**config.mk**
```make
export PLATFORM = sky130hd
export DESIGN_NAME = dmi_tl_bridge_seq
export DESIGN_NICKNAME = d
export VERILOG_FILES = /design/src/rtl/dmi_tl_pkg.sv /design/src/rtl/dmi_tl_bridge_seq.sv
export SDC_FILE = /design/constraint.sdc
export NUM_CORES = 1
export LEC_CHECK = 0
export CAP_MARGIN = 30
export CORE_ASPECT_RATIO = 1.25
export CORE_MARGIN = 3
export CORE_UTILIZATION = 43
export CTS_CLUSTER_DIAMETER = 50
export DETAILED_ROUTE_END_ITERATION = 12
export HOLD_SLACK_MARGIN = 0.15
export PLACE_DENSITY = 0.88
export SETUP_SLACK_MARGIN = 0.05
export SYNTH_ARGS = -nofsm -noshare
export SYNTH_HDL_FRONTEND = slang
export SYNTH_SLANG_ARGS = --single-unit
```
**constraint.sdc**
```tcl
create_clock -name clock -period 5 [get_ports clock]
set_clock_uncertainty 0.1 [all_clocks]
set_input_delay 1.5 -clock clock [delete_from_list [all_inputs] [get_ports clock]]
set_output_delay 1.5 -clock clock [all_outputs]
set_load 0.02 [all_outputs]
```
**src/rtl/dmi_tl_pkg.sv**
```systemverilog
// Shared types and constants for the DMI to TileLink-UL bridge.
package dmi_tl_pkg;

    typedef enum logic [1:0] {
        NOP   = 2'd0,
        READ  = 2'd1,
        WRITE = 2'd2,
        RSVD  = 2'd3
    } dmi_op_e;

    localparam logic [1:0] OK   = 2'd0;
    localparam logic [1:0] FAIL = 2'd2;

    localparam logic [2:0] GET      = 3'd4;
    localparam logic [2:0] PUT_FULL = 3'd0;

    typedef enum logic [2:0] {
        IDLE   = 3'd0,
        A_SEND = 3'd1,
        D_WAIT = 3'd2,
        RESP   = 3'd3,
        DRAIN  = 3'd4
    } state_e;

endpackage

```
**src/rtl/dmi_tl_bridge_seq.sv**
```systemverilog
// Sequential DMI request/response to single-outstanding TileLink-UL master bridge,
// with D-channel timeout and drain of a late response.
module dmi_tl_bridge_seq
    import dmi_tl_pkg::*;
#(
    parameter int                   DMI_ADDR_W = 7,
    parameter int                   DATA_W     = 32,
    parameter int                   TL_ADDR_W  = DMI_ADDR_W + 2,
    parameter logic [TL_ADDR_W-1:0] NOP_ADDR   = TL_ADDR_W'(9'h48),
    parameter bit                   NOP_PROBE  = 1'b1,
    parameter int                   TIMEOUT    = 1023
) (
    input  logic                  clock,
    input  logic                  reset,
    input  logic                  dmi_req_valid,
    output logic                  dmi_req_ready,
    input  logic [1:0]            dmi_req_op,
    input  logic [DMI_ADDR_W-1:0] dmi_req_addr,
    input  logic [DATA_W-1:0]     dmi_req_data,
    output logic                  dmi_resp_valid,
    input  logic                  dmi_resp_ready,
    output logic [DATA_W-1:0]     dmi_resp_data,
    output logic [1:0]            dmi_resp_status,
    output logic                  tl_a_valid,
    input  logic                  tl_a_ready,
    output logic [2:0]            tl_a_opcode,
    output logic [TL_ADDR_W-1:0]  tl_a_address,
    output logic [DATA_W-1:0]     tl_a_data,
    output logic [DATA_W/8-1:0]   tl_a_mask,
    output logic [2:0]            tl_a_size,
    input  logic                  tl_d_valid,
    output logic                  tl_d_ready,
    input  logic [DATA_W-1:0]     tl_d_data,
    input  logic                  tl_d_denied,
    input  logic                  tl_d_corrupt
);

    localparam int              CNT_W    = (TIMEOUT > 0) ? $clog2(TIMEOUT + 1) : 1;
    localparam logic [CNT_W-1:0] CNT_LAST = (TIMEOUT > 0) ? CNT_W'(TIMEOUT - 1) : '0;

    state_e                 state_reg;
    logic                   a_valid_reg;
    logic [2:0]             a_opcode_reg;
    logic [TL_ADDR_W-1:0]   a_addr_reg;
    logic [DATA_W-1:0]      a_data_reg;
    logic                   d_ready_reg;
    logic                   resp_valid_reg;
    logic [DATA_W-1:0]      resp_data_reg;
    logic [1:0]             resp_status_reg;
    logic [CNT_W-1:0]       cnt_reg;
    logic                   drain_reg;

    dmi_op_e                req_op;
    logic                   start_tl;
    logic [TL_ADDR_W-1:0]   req_byte_addr;

    assign req_op   = dmi_op_e'(dmi_req_op);
    assign start_tl = (req_op == READ) || (req_op == WRITE) || ((req_op == NOP) && NOP_PROBE);

    always_comb begin
        req_byte_addr = '0;
        req_byte_addr[DMI_ADDR_W+1:0] = {dmi_req_addr, 2'b00};
    end

    // Ready is gated by reset so nothing is accepted while the fabric is held in reset.
    assign dmi_req_ready   = (state_reg == IDLE) && !reset;
    assign dmi_resp_valid  = resp_valid_reg;
    assign dmi_resp_data   = resp_data_reg;
    assign dmi_resp_status = resp_status_reg;
    assign tl_a_valid      = a_valid_reg;
    assign tl_a_opcode     = a_opcode_reg;
    assign tl_a_address    = a_addr_reg;
    assign tl_a_data       = a_data_reg;
    assign tl_a_mask       = '1;
    assign tl_a_size       = 3'($clog2(DATA_W / 8));
    assign tl_d_ready      = d_ready_reg;

    always_ff @(posedge clock) begin
        if (reset) begin
            state_reg       <= IDLE;
            a_valid_reg     <= 1'b0;
            a_opcode_reg    <= '0;
            a_addr_reg      <= '0;
            a_data_reg      <= '0;
            d_ready_reg     <= 1'b0;
            resp_valid_reg  <= 1'b0;
            resp_data_reg   <= '0;
            resp_status_reg <= '0;
            cnt_reg         <= '0;
            drain_reg       <= 1'b0;
        end else begin
            case (state_reg)
                IDLE: begin
                    if (dmi_req_valid) begin
                        if (start_tl) begin
                            a_opcode_reg <= (req_op == WRITE) ? PUT_FULL : GET;
                            a_addr_reg   <= (req_op == NOP) ? NOP_ADDR : req_byte_addr;
                            a_data_reg   <= (req_op == WRITE) ? dmi_req_data : '0;
                            a_valid_reg  <= 1'b1;
                            state_reg    <= A_SEND;
                        end else begin
                            resp_status_reg <= (req_op == RSVD) ? FAIL : OK;
                            resp_data_reg   <= '0;
                            resp_valid_reg  <= 1'b1;
                            state_reg       <= RESP;
                        end
                    end
                end
                A_SEND: begin
                    if (tl_a_ready) begin
                        a_valid_reg <= 1'b0;
                        d_ready_reg <= 1'b1;
                        cnt_reg     <= '0;
                        state_reg   <= D_WAIT;
                    end
                end
                D_WAIT: begin
                    if (tl_d_valid) begin
                        resp_status_reg <= (tl_d_denied || tl_d_corrupt) ? FAIL : OK;
                        resp_data_reg   <= (a_opcode_reg == GET) ? tl_d_data : '0;
                        d_ready_reg     <= 1'b0;
                        resp_valid_reg  <= 1'b1;
                        state_reg       <= RESP;
                    end else if (TIMEOUT != 0) begin
                        // Counter stops at TIMEOUT because the state is left on that same edge.
                        cnt_reg <= cnt_reg + 1'b1;
                        if (cnt_reg == CNT_LAST) begin
                            resp_status_reg <= FAIL;
                            resp_data_reg   <= '0;
                            d_ready_reg     <= 1'b0;
                            resp_valid_reg  <= 1'b1;
                            drain_reg       <= 1'b1;
                            state_reg       <= RESP;
                        end
                    end
                end
                RESP: begin
                    if (dmi_resp_ready) begin
                        resp_valid_reg <= 1'b0;
                        if (drain_reg) begin
                            d_ready_reg <= 1'b1;
                            state_reg   <= DRAIN;
                        end else begin
                            state_reg   <= IDLE;
                        end
                    end
                end
                DRAIN: begin
                    if (tl_d_valid) begin
                        d_ready_reg <= 1'b0;
                        drain_reg   <= 1'b0;
                        state_reg   <= IDLE;
                    end
                end
                default: state_reg <= IDLE;
            endcase
        end
    end

endmodule

```
==> metrics.log <==
[metrics] Layout Nets: 585
[metrics] library cells used by synthesis: 45
[metrics] Cell Rows: 35
[metrics] routing usage on met2: 36.66%
[metrics] initial core utilization: 45.52%
[metrics] Synth top area share: 52.25%
[metrics] Clock Sink Count: 90
[metrics] Worst R2R Path Depth: 4
[metrics] leak pwr: 1.840 nW
[metrics] Final Max Slew Viols: 0
[metrics] pwr/cell area: 314.2 nW/um^2
[metrics] clock insertion delay at the later pin of the skew report: 0.35 ns
[metrics] fill count: 581
[metrics] Area growth, synth to finish: 51.71%
[metrics] arrival time reported for the critical path endpoint: 2.46 ns
[metrics] Critical Path RT: 3.40 ns
[metrics] Placeable Area: 7576 sq um
[metrics] power consumption: 1.643 mW
[metrics] area of the multi-input gates: 1456 sq um
[metrics] minimum setup slack in the final design: 0.9384 ns
[metrics] sum of negative setup slack: 0 ns
[metrics] mean cell area of the mapped netlist: 9.632 sq um
[metrics] GR Util met1: 21.79%
[metrics] busiest layer in global routing: met2
[metrics] final antenna-violating net count: 0
[metrics] shortest clock period the worst path allows after layout: 4.062 ns
[metrics] Cells on Worst Hold Path: 2
[metrics] Clock Path Buffers: 2
[metrics] floorplan die area: 9136 sq um
[metrics] pin slew with the least headroom to its limit: 0.6985 ns
[metrics] area leader, netlist: sky130_fd_sc_hd__dfxtp_1
[metrics] leading post-synthesis cells by instance count: 90 x sky130_fd_sc_hd__dfxtp_1, 48 x sky130_fd_sc_hd__nor2_1, 32 x sky130_fd_sc_hd__a22oi_1, 32 x sky130_fd_sc_hd__a32o_1, 27 x sky130_fd_sc_hd__clkbuf_1
[metrics] Setup violations, final: 0
[metrics] Hold/Removal Path Class: flip-flop to flip-flop
[metrics] DRC violation count after routing: 0
[metrics] die width: 86.10 microns
[metrics] sort of element at the end of the critical path: output port
[metrics] Layout Cells excl Fill: 599
[metrics] clock tree from TritonCTS: built
[metrics] grt total ovfl: 0
[metrics] fraction of synthesis flops using an asynchronous set or reset pin: 0%
[metrics] remaining max-slew budget at the tightest pin: 53.03%
[metrics] global routing usage on met3: 7.752%
[metrics] count of yosys warnings during synthesis: 0
[metrics] top-count cell post-synth: sky130_fd_sc_hd__dfxtp_1
[metrics] half-perimeter wire length after placement: 6913 microns
[metrics] Overall Global Routing Usage: 20.89%
[metrics] final estimated routing congestion in global placement: 0.7868
[metrics] number of antenna violations at the first check in global routing: 0
[metrics] number of gates given a new drive strength after cts: 0
[metrics] unrepaired setup endpoints after global routing: false
[metrics] Routed WL: 9470 microns
[metrics] per-cell via count in the routed design: 5.526
[metrics] sequential standard cell area: 1802 sq um
[metrics] total inserted antenna cells: 0
[metrics] clock transition time at the flip-flop clock pins of the worst setup and hold paths: 0.09 ns
[metrics] maxcap violations: 0
[metrics] worst setup slack after placement: 0.9391 ns
[metrics] number of enable flip-flop cells after synthesis: 0
[metrics] placed instance count: 583
[metrics] number of input and output port buffers inserted: 157
[metrics] post-route fraction of the period consumed by the critical path: 81.23%
[metrics] starting DRC count in detailed routing: 201
[metrics] hold-fix buffers at CTS: 0
[metrics] Hold Violations, Final: 0
[metrics] netlist area before placement: 3448 sq um
[metrics] highest attainable clock frequency: 246.2 MHz
[metrics] Vert. Die Dim: 106.1 microns
[metrics] number of top-level design ports: 170
[metrics] kind of critical path: input pin to output port
[metrics] pin count of the biggest net entering global routing: 50
[metrics] Clk Tree Root Cell: sky130_fd_sc_hd__clkbuf_8
[metrics] number of levels in the clock H-tree: 3
[metrics] setup repair bufs after CTS: 0
[metrics] layout cells sized above 1: 5.523%
[metrics] first-pass detailed-route iteration total: 4
[metrics] count of mapped cells out of synthesis: 358
[metrics] vias in the first global route: 3314
[metrics] Critical Path Start Type: input pin
[metrics] result of the run: completed
[metrics] routed len/inst: 15.81 microns
[metrics] register area share after synthesis: 52.25%
[metrics] Primary FF master, synth: sky130_fd_sc_hd__dfxtp_1
[metrics] end-of-flow core utilization: 69.05%
[metrics] total number of vias: 3310
[metrics] top area cells in the synthesized netlist: sky130_fd_sc_hd__dfxtp_1 52%, sky130_fd_sc_hd__a32o_1 9.3%, sky130_fd_sc_hd__a22oi_1 7.0%
[metrics] CTS buffer count: 9
[metrics] global-route wire length before repair: 15310 microns
[metrics] largest fanout on the critical path: 2
[metrics] peak supply drop: 205.6 uV
[metrics] synthesized flop and latch total: 90
[layer usage]
metal  vias to the layer above  share of wire [%]
met1                      1567                 36
li1                       1584                  -
met4                         0                2.3
met5                         -                  0
met2                       141                 51
met3                        18                 10
[layout make-up]
cell class,count,share of cell area [%]
flip-flops and latches,90,34.44
repair buffers,164,31.05
multi-input cells,230,27.84
clock buffers,9,2.368
well taps,92,2.200
clock inverters,7,1.602
inverters,7,0.5023
[path summary, 6_finish.rpt]
kind | startpoint | end | slack, ns
setup / recovery | reset | dmi_req_ready | 0.94
hold / removal | tl_a_address[7] | tl_a_address[7] | 0.36
hold reg to reg | tl_a_address[7] | tl_a_address[7] | 0.36
setup reg to reg | state_reg[1] | cnt_reg[6] | 2.74
[cell families after synthesis]
family / after synthesis / share of synthesized area [%]
fa+ha+maj: 2 / 0.7256
compound gates: 102 / 23.22
mux: 3 / 0.8709
simple gates: 105 / 14.41
buf+inv: 48 / 6.785
xor+xnor: 6 / 1.524
other cells: 2 / 0.2178
flops: 90 / 52.25
[stage by stage]
stage | cell area, sq um | hold slack (ns)
global placement | 5004 | 0.3391
CTS | 5231 | 0.3619
finish | 5231 | 0.3617
floorplan | 3486 | 0.3499
detailed placement | 5024 | 0.3486
global route | 5231 | 0.3804
[where the power goes]
part	switching, mW	internal (mW)	total [mW]
clock network	0.272	0.240	0.512
registers	0.0355	0.751	0.786
logic	0.183	0.163	0.345
total	0.490	1.15	1.64
[critical path, cell delays in order]
cell	delay (ns)
sky130_fd_sc_hd__buf_2	0.13
sky130_fd_sc_hd__nor4_1	0.17
sky130_fd_sc_hd__clkdlybuf4s50_1	0.67
[layout by cell type (no fill, tap or decap), drive strengths merged, types with 9 or more instances in the layout]
cell type and n:
a32o 32, a21oi 15, clkbuf 9, conb 12, clkdlybuf4s50 156, inv 9
nor2 48, dfxtp 90, nand2 16, a22oi 32, nand3 10
Note: power is estimated with default switching activity, not from simulation.
